File: src/rtl/bit_shift_pkg.sv
// Shared widths, direction encoding and payload types for the widening shifter.
// Latency: n/a (package only).
// Backpressure: n/a (package only).
package bit_shift_pkg;

  localparam int IN_W    = 8;
  localparam int OUT_W   = 16;
  localparam int SHIFT_W = 3;
  localparam int CNT_W   = 16;

  // Same encoding as the companion narrowing shifter.
  localparam logic SHIFT_RIGHT = 1'b0;
  localparam logic SHIFT_LEFT  = 1'b1;

  typedef struct packed {
    logic [SHIFT_W-1:0] amount;
    logic               direction;
  } shift_cfg_t;

  // Stage 1 holds the raw sample plus the config it was accepted under,
  // so later config writes never touch beats already in flight.
  typedef struct packed {
    logic [IN_W-1:0] data;
    logic            last;
    shift_cfg_t      cfg;
  } s1_payload_t;

  typedef struct packed {
    logic [OUT_W-1:0] result;
    logic             last;
  } s2_payload_t;

  // Sign-extend then shift. OUT_W >= IN_W + 2**SHIFT_W - 1 keeps the left
  // shift free of overflow; the right shift is arithmetic with no rounding.
  function automatic logic [OUT_W-1:0] expand_shift(input logic [IN_W-1:0] din,
                                                    input shift_cfg_t      cfg);
    logic signed [OUT_W-1:0] sext;
    logic        [OUT_W-1:0] res;
    sext = {{(OUT_W-IN_W){din[IN_W-1]}}, din};
    if (cfg.direction == SHIFT_LEFT) begin
      res = sext << cfg.amount;
    end else begin
      res = sext >>> cfg.amount;
    end
    return res;
  endfunction

endpackage

File: src/rtl/bit_expand_if.sv
// Config, input-stream and output-stream bundle of the widening shifter.
// Latency: n/a (wiring only).
// Backpressure: in_ready/out_ready valid-ready pairs; master = stream producer/consumer side.
interface bit_expand_if;
  import bit_shift_pkg::*;

  logic               cfg_valid;
  logic [SHIFT_W-1:0] cfg_shift_amount;
  logic               cfg_shift_direction;

  logic               in_valid;
  logic               in_ready;
  logic [IN_W-1:0]    in_data;
  logic               in_last;

  logic               out_valid;
  logic               out_ready;
  logic [OUT_W-1:0]   out_data;
  logic               out_last;

  logic [CNT_W-1:0]   beat_count;

  modport master (
    output cfg_valid, cfg_shift_amount, cfg_shift_direction,
    output in_valid, in_data, in_last, out_ready,
    input  in_ready, out_valid, out_data, out_last, beat_count
  );

  modport slave (
    input  cfg_valid, cfg_shift_amount, cfg_shift_direction,
    input  in_valid, in_data, in_last, out_ready,
    output in_ready, out_valid, out_data, out_last, beat_count
  );

endinterface

File: src/rtl/expand_stage.sv
// Generic one-entry valid/ready register slice for an arbitrary payload type T.
// Latency: 1 cycle. Ports: i_vld/o_rdy/i_dat upstream, o_vld/i_rdy/o_dat downstream.
// Backpressure: o_rdy = !full || i_rdy, so a full slice still accepts on the cycle it drains.
module expand_stage #(
  parameter type T = logic
) (
  input  logic i_clk,
  input  logic i_rst_n,
  input  logic i_vld,
  output logic o_rdy,
  input  T     i_dat,
  output logic o_vld,
  input  logic i_rdy,
  output T     o_dat
);

  logic r_vld;
  T     r_dat;

  assign o_rdy = !r_vld || i_rdy;
  assign o_vld = r_vld;
  assign o_dat = r_dat;

  // Payload only moves when a real beat arrives, so a held output stays
  // stable and an emptied slice keeps its last value harmlessly.
  always_ff @(posedge i_clk or negedge i_rst_n) begin
    if (!i_rst_n) begin
      r_vld <= 1'b0;
      r_dat <= '0;
    end else if (o_rdy) begin
      r_vld <= i_vld;
      if (i_vld) begin
        r_dat <= i_dat;
      end
    end
  end

endmodule

File: src/rtl/bit_expand.sv
// Streaming int8 -> int16 widening shifter (sign-extend, then left or arithmetic-right shift).
// Latency: 2 register stages (S1 capture, S2 result); 1 beat/cycle sustained, 2 beats of storage.
// Backpressure: in_ready = !S1_valid || S2_can_load, from registered state and out_ready only.
module bit_expand
  import bit_shift_pkg::*;
(
  input logic         clock,
  input logic         reset_n,
  bit_expand_if.slave bus
);

  shift_cfg_t       r_cfg;
  logic [CNT_W-1:0] r_beat_count;

  s1_payload_t w_s1_in;
  s1_payload_t w_s1_dat;
  s2_payload_t w_s2_in;
  s2_payload_t w_s2_dat;
  logic        w_s1_vld;
  logic        w_s2_rdy;
  logic        w_out_xfer;

  // A beat accepted alongside a config write snapshots the old r_cfg,
  // because the write only lands at that same edge.
  always_ff @(posedge clock or negedge reset_n) begin
    if (!reset_n) begin
      r_cfg.amount    <= '0;
      r_cfg.direction <= SHIFT_LEFT;
    end else if (bus.cfg_valid) begin
      r_cfg.amount    <= bus.cfg_shift_amount;
      r_cfg.direction <= bus.cfg_shift_direction;
    end
  end

  assign w_s1_in.data = bus.in_data;
  assign w_s1_in.last = bus.in_last;
  assign w_s1_in.cfg  = r_cfg;

  expand_stage #(.T(s1_payload_t)) u_s1 (
    .i_clk   (clock),
    .i_rst_n (reset_n),
    .i_vld   (bus.in_valid),
    .o_rdy   (bus.in_ready),
    .i_dat   (w_s1_in),
    .o_vld   (w_s1_vld),
    .i_rdy   (w_s2_rdy),
    .o_dat   (w_s1_dat)
  );

  assign w_s2_in.result = expand_shift(w_s1_dat.data, w_s1_dat.cfg);
  assign w_s2_in.last   = w_s1_dat.last;

  expand_stage #(.T(s2_payload_t)) u_s2 (
    .i_clk   (clock),
    .i_rst_n (reset_n),
    .i_vld   (w_s1_vld),
    .o_rdy   (w_s2_rdy),
    .i_dat   (w_s2_in),
    .o_vld   (bus.out_valid),
    .i_rdy   (bus.out_ready),
    .o_dat   (w_s2_dat)
  );

  assign bus.out_data = w_s2_dat.result;
  assign bus.out_last = w_s2_dat.last;

  assign w_out_xfer = bus.out_valid && bus.out_ready;

  // Counts output handshakes within a tile; the last beat's handshake
  // clears it so the next tile starts from zero.
  always_ff @(posedge clock or negedge reset_n) begin
    if (!reset_n) begin
      r_beat_count <= '0;
    end else if (w_out_xfer) begin
      if (bus.out_last) begin
        r_beat_count <= '0;
      end else begin
        r_beat_count <= r_beat_count + CNT_W'(1);
      end
    end
  end

  assign bus.beat_count = r_beat_count;

  // A stalled output beat must not change under the consumer.
  property p_out_hold;
    @(posedge clock) disable iff (!reset_n)
      (bus.out_valid && !bus.out_ready) |=>
        (bus.out_valid && $stable(bus.out_data) && $stable(bus.out_last));
  endproperty
  a_out_hold: assert property (p_out_hold);

endmodule

File: src/flat_wrapper.sv
// flat-port wrapper written by rule: the top's interface ports become plain ports
module bit_expand_flat import bit_shift_pkg::*;
  (clock, reset_n, bus_cfg_valid, bus_cfg_shift_amount, bus_cfg_shift_direction, bus_in_valid, bus_in_data, bus_in_last, bus_out_ready, bus_in_ready, bus_out_valid, bus_out_data, bus_out_last, bus_beat_count);
  bit_expand_if bus_i ();
  input logic clock;
  input logic reset_n;
  input wire logic [$bits(bus_i.cfg_valid)-1:0] bus_cfg_valid;
  input wire logic [$bits(bus_i.cfg_shift_amount)-1:0] bus_cfg_shift_amount;
  input wire logic [$bits(bus_i.cfg_shift_direction)-1:0] bus_cfg_shift_direction;
  input wire logic [$bits(bus_i.in_valid)-1:0] bus_in_valid;
  input wire logic [$bits(bus_i.in_data)-1:0] bus_in_data;
  input wire logic [$bits(bus_i.in_last)-1:0] bus_in_last;
  input wire logic [$bits(bus_i.out_ready)-1:0] bus_out_ready;
  output wire logic [$bits(bus_i.in_ready)-1:0] bus_in_ready;
  output wire logic [$bits(bus_i.out_valid)-1:0] bus_out_valid;
  output wire logic [$bits(bus_i.out_data)-1:0] bus_out_data;
  output wire logic [$bits(bus_i.out_last)-1:0] bus_out_last;
  output wire logic [$bits(bus_i.beat_count)-1:0] bus_beat_count;
  assign bus_i.cfg_valid = bus_cfg_valid;
  assign bus_i.cfg_shift_amount = bus_cfg_shift_amount;
  assign bus_i.cfg_shift_direction = bus_cfg_shift_direction;
  assign bus_i.in_valid = bus_in_valid;
  assign bus_i.in_data = bus_in_data;
  assign bus_i.in_last = bus_in_last;
  assign bus_i.out_ready = bus_out_ready;
  assign bus_in_ready = bus_i.in_ready;
  assign bus_out_valid = bus_i.out_valid;
  assign bus_out_data = bus_i.out_data;
  assign bus_out_last = bus_i.out_last;
  assign bus_beat_count = bus_i.beat_count;
  bit_expand u_core (.clock(clock), .reset_n(reset_n), .bus(bus_i));
endmodule
File: config.mk
export PLATFORM = sky130hd
export DESIGN_NAME = bit_expand_flat
export DESIGN_NICKNAME = d
export VERILOG_FILES = /design/src/rtl/bit_shift_pkg.sv /design/src/rtl/bit_expand_if.sv /design/src/rtl/expand_stage.sv /design/src/rtl/bit_expand.sv /design/src/flat_wrapper.sv
export SDC_FILE = /design/constraint.sdc
export NUM_CORES = 1
export LEC_CHECK = 0
export CORE_MARGIN = 10
export CORE_UTILIZATION = 57
export DETAILED_ROUTE_END_ITERATION = 10
export HOLD_SLACK_MARGIN = 0.02
export PLACE_DENSITY = 0.95
export RECOVER_POWER = 50
export SYNTH_ARGS = -nofsm -noshare
export SYNTH_HDL_FRONTEND = slang
export SYNTH_SLANG_ARGS = --single-unit
File: constraint.sdc
create_clock -name clock -period 2.55 [get_ports clock]
set_input_delay 0.51 -clock clock [delete_from_list [all_inputs] [get_ports clock]]
set_output_delay 0.51 -clock clock [all_outputs]
set_load 0.02 [all_outputs]
After elaboration in Yosys (flattened, before gate mapping)
Cells that the tools add are included.
{"block": "classes", "n_shift": 2, "bitwise": 0, "addsub": 1, "n_eq_ne": 0, "div": 0, "n_mux": 2, "magnitude_cmp": 0, "n_mul": 0, "reduce_logical": 7}
{"op": "two-way mux 16 bit", "count": 2}
{"op": "adder 16 x 1 -> 16 bit (second input constant)", "count": 1}
{"op": "<< shifter 16 x 3 -> 16 bit", "count": 1}
{"op": ">>> shifter 8 x 3 -> 16 bit", "count": 1}
{"op": "AND reduction 2 bit", "count": 2}
{"op": "logical NOT 1 bit", "count": 2}
{"op": "logical OR 1 bit", "count": 2}
{"op": "logical AND 1 bit", "count": 1}
{"block": "word_totals", "latchBits": 0, "rom_bits": 0, "ramBits": 0, "inputBits": 18, "output_inout_bits": 35, "mem_count": 0, "reg_bits": 52, "wordCells": 23}

Depth between registers and ports, before layout
{"block": "logic_depth", "depth_word": 4, "depth_mapped": 7, "ltp_nobuf": 5}

Cells and area by module
From an unflattened synthesis, not the netlist that was laid out.
{"block": "unflattened", "hier_cells": 258, "area_unflattened_um2": 2955.3}
{"mod": "bit_expand", "seq_area_each_um2": 501.7, "n_inst": 1, "area_each_um2": 1636.6, "cells_each": 188}
{"mod": "expand_stage at u_core.u_s2", "seq_area_each_um2": 450.4, "n_inst": 1, "area_each_um2": 732.0, "cells_each": 39}
{"mod": "expand_stage at u_core.u_s1", "seq_area_each_um2": 350.3, "n_inst": 1, "area_each_um2": 586.8, "cells_each": 31}

Least setup slack after synthesis
No wires, ideal clock.
{"block": "synth_timing", "kind": "input to register", "start": "input port bus_out_ready", "end": "register u_core.u_s1.r_dat (netlist bit u_core.u_s1.o_dat[10])", "cell_stages": 5, "setup_ns": 0.125, "t_arrival_ns": 1.726, "path_slack_ns": 0.699, "n_path_buf": 2, "required_ns": 2.425, "cell_sequence": "buf_2 > nand3b_1 > nand2_1 > buf_2 > mux2_2"}
{"block": "synth_via", "elab_chain_len": 3}
{"element": "start: declaration", "line_no": "flat_wrapper.sv:13", "source": "input wire logic [$bits(bus_i.out_ready)-1:0] bus_out_ready;"}
{"element": "logical OR 1 bit (2 in series)", "line_no": "expand_stage.sv:20", "source": "assign o_rdy = !r_vld || i_rdy;"}
{"element": "net bus_in_ready", "line_no": "flat_wrapper.sv:14", "source": "output wire logic [$bits(bus_i.in_ready)-1:0] bus_in_ready;"}
{"element": "AND reduction 2 bit (no source line)"}
{"element": "end signal: assignment", "line_no": "expand_stage.sv:33", "source": "r_dat <= i_dat;"}
{"element": "end: declaration", "line_no": "expand_stage.sv:18", "source": "T r_dat;"}
The timed path passes the listed nets, and every way through them passes these cells.
A chain may end at the register's enable or synchronous reset.

Final worst setup path
{"block": "layout_timing", "start": "input port bus_out_ready", "end": "output port bus_in_ready"}
{"block": "layout_via", "elab_chain_len": 2}
{"element": "logical OR 1 bit (2 in series)", "line_no": "expand_stage.sv:20"}
{"element": "end: declaration", "line_no": "flat_wrapper.sv:14"}
No other way between the ends.

==> out/qor.yml <==
final_layout:
  multi_input_area_mm2: 0.00150
  fin_area_mm2: 0.00356
  seqCellArea_mm2: 0.00128
  final_common_cell: "dfrtp_1"
  nFillCells: 372
  diodes: 0
  final_util: 0.735
  instances_no_fill: 402
  mostFrequentLayoutCells: "dfrtp_1, clkdlybuf4s50_1, nand2_1"
  areaGrowthSynthToFinish_pct: 22.2
  fin_nets: 353
  final_layout_size_suffix_gt1_frac: 0.140
logic_synthesis:
  synthDistinctLibCells: 51
  ys_ff_latch: 51
  synth_seq_area_share: 0.438
  synth.top_cells.by_area: "dfrtp_1, mux2_2, mux4_2, nand2_1, mux2i_1"
  async_reset_ff_frac: 1.00
  syn_inst: 291
  yosysTopAreaCell: "dfrtp_1"
  ys.flop_type: "dfrtp_1"
  synth.net_count: 310
  synth.avg_cell_area_um2: 10.0
  synth.top_cell.area_share: 0.429
  yosys_warnings: 0
  synth-edff-count: 0
  synth_area_mm2: 0.00292
place:
  place_inst: 394
  port_buffers: 52
  place_area_mm2: 0.00346
  gp_congestion: 0.873
  dp_hpwl_mm: 5.37
  pre_cts_ws_ns: 0.227
sta:
  fin_skew_ns: 0.00959
  slew_headroom: 0.0301
  maxClockFrequency_ghz: 0.414
  hold_viol: 0
  setup_viol: 0
  worst_slew_pin_slew_ns: 1.45
  fin_crit_ns: 2.41
  rsz0062_at_grt: "no"
  slew_viol_final: 0
  timing.setup.tns_ns: 0
  setup_ws_ns: 0.136
  finalCritPeriodShare: 0.947
  holdWs_ns: 0.478
clock_tree:
  cts.sinks: 51
  clkTransAtPathRegs_ns: 0.09
  cts_tree: "yes"
  cts_buffer_depth: 2
  cts_root_buf: "clkbuf_8"
  cts_htree_levels: 2
  cts_setup_buffers: 0
  clk_latency_ns: 0.31
  cts-resized-gates: 0
  cts_buffers: 5
  postCtsHoldBufs: 0
run_status:
  status: "finished, final reports clean"
critical_path:
  crit_path_max_fanout: 3
  r2r-start: "u_core.u_s1.o_dat[2]"
  reg2reg_slack_ns: 0.60
  rr_worst_depth: 5
  critPathKind: "input port to output pin"
  cpMaxStageDelayCell: "clkdlybuf4s50_1"
  cpPeakStageDelay_ns: 0.65
  endpoint_kind: "output pin"
  startpoint: "bus_out_ready"
  cp_cell_sequence: "dlygate4sd3_1 > nand3b_1 > clkdlybuf4s50_1"
  start_kind: "input port"
  arrival_ns: 1.90
  required_ns: 2.04
drt:
  drt_wl_total_mm: 7.03
  vias: 2433
  drt-vias-per-instance: 6.05
  routedWlPerCell_um: 17.5
  drtAntennaViolNets: 0
  drc: 0
  drt-pass1-iter-count: 4
  drtIter0Drc: 179
grt:
  gr-usage-all-layers: 0.168
  grt_pass1_vias: 2392
  grt_first_pass_wirelength_mm: 11.7
  grt-ovfl-total: 0
  grt_start_max_net_pins: 28
  antenna_found_initial: 0
floorplan:
  start_util: 0.602
  die_area_mm2: 0.00838
  die_w_um: 91.5
  core_area_mm2: 0.00485
  ioPinCount: 53
  rows: 25
  die_height_um: 91.5
power_and_ir_drop:
  power_leakage_nw: 1.45
  powerDensity_mw_per_mm2: 838
  vdd_ir_drop_max_v: 0.000507
  power_mw: 2.99
flow_run:
  drv_cap: 0
hold_path:
  min_from: "u_core.u_s1.o_dat[4]"
  hold_class: "flip-flop to flip-flop"
  worstHoldPathCells: 2
cells by family after synthesis:
kind of cell               share of synthesized area
muxes                                          0.184
and+or+nand+nor                                0.187
DFF                                            0.438
AOI/OAI and AO/OA                              0.125
adders and majority gates                    0.00429
xor gates and xnor gates                      0.0150
buffers and inverters                         0.0463
metal layers:
metal	part of all wire	track usage	up-vias
li1	-	-	1142
met1	0.39	0.192	1178
met2	0.52	0.292	100
met3	0.066	0.0428	13
met4	0.021	0.0679	0
met5	0	0	-
synth_stat cells (3+ instances only):
cell type	number
a21oi_1	11
a31oi_1	6
and2_1	4
buf_2	9
buf_4	4
clkbuf_1	12
dfrtp_1	50
inv_1	4
mux2_2	23
mux2i_1	12
mux4_2	7
nand2_1	36
nand2b_1	8
nand3_1	9
nand3b_1	3
nand4_1	4
nor2_1	13
nor2b_1	3
nor3_1	6
nor4_1	4
o21ai_0	20
or3_1	4
xnor2_1	5
registers in the layout, indices dropped and copies added, names as in the netlist:
signal                 flops
u_core.u_s2.o_dat         16
u_core.u_s1.o_dat         13
u_core.u_s2.o_vld          1
u_core.u_s1.o_vld          1
u_core.r_cfg               4
u_core.bus.beat_count     16
worst paths after layout:
| check | end |
|---|---|
| setup / recovery | bus_in_ready |
| setup reg to reg | u_core.u_s2.o_dat[8] |
| min in group asynchronous | u_core.u_s2.o_dat[1] |
| hold reg to reg | u_core.u_s2.o_dat[0] |
| max in group asynchronous | u_core.u_s1.o_dat[1] |
| hold / removal | u_core.u_s2.o_dat[0] |
cell type report:
class                           count  share of cell area
Multi-Input combinational cell    211               0.422
Inverter                            4             0.00421
Clock buffer                        6              0.0232
Timing Repair Buffer               61               0.159
Sequential cell                    51               0.358
Clock inverter                      2             0.00983
Tap cell                           67              0.0235
critical path: cells and delay by family:
family                 cells  cell delay, ns
buffers and inverters      2            1.22
AND/OR/NAND/NOR            1            0.17
where the power goes:
group | switching, mW | internal [mW]
clock network | 0.257 | 0.317
logic | 0.575 | 0.591
registers | 0.266 | 0.980
total | 1.10 | 1.89
Note: power is estimated with default switching activity, not from simulation.
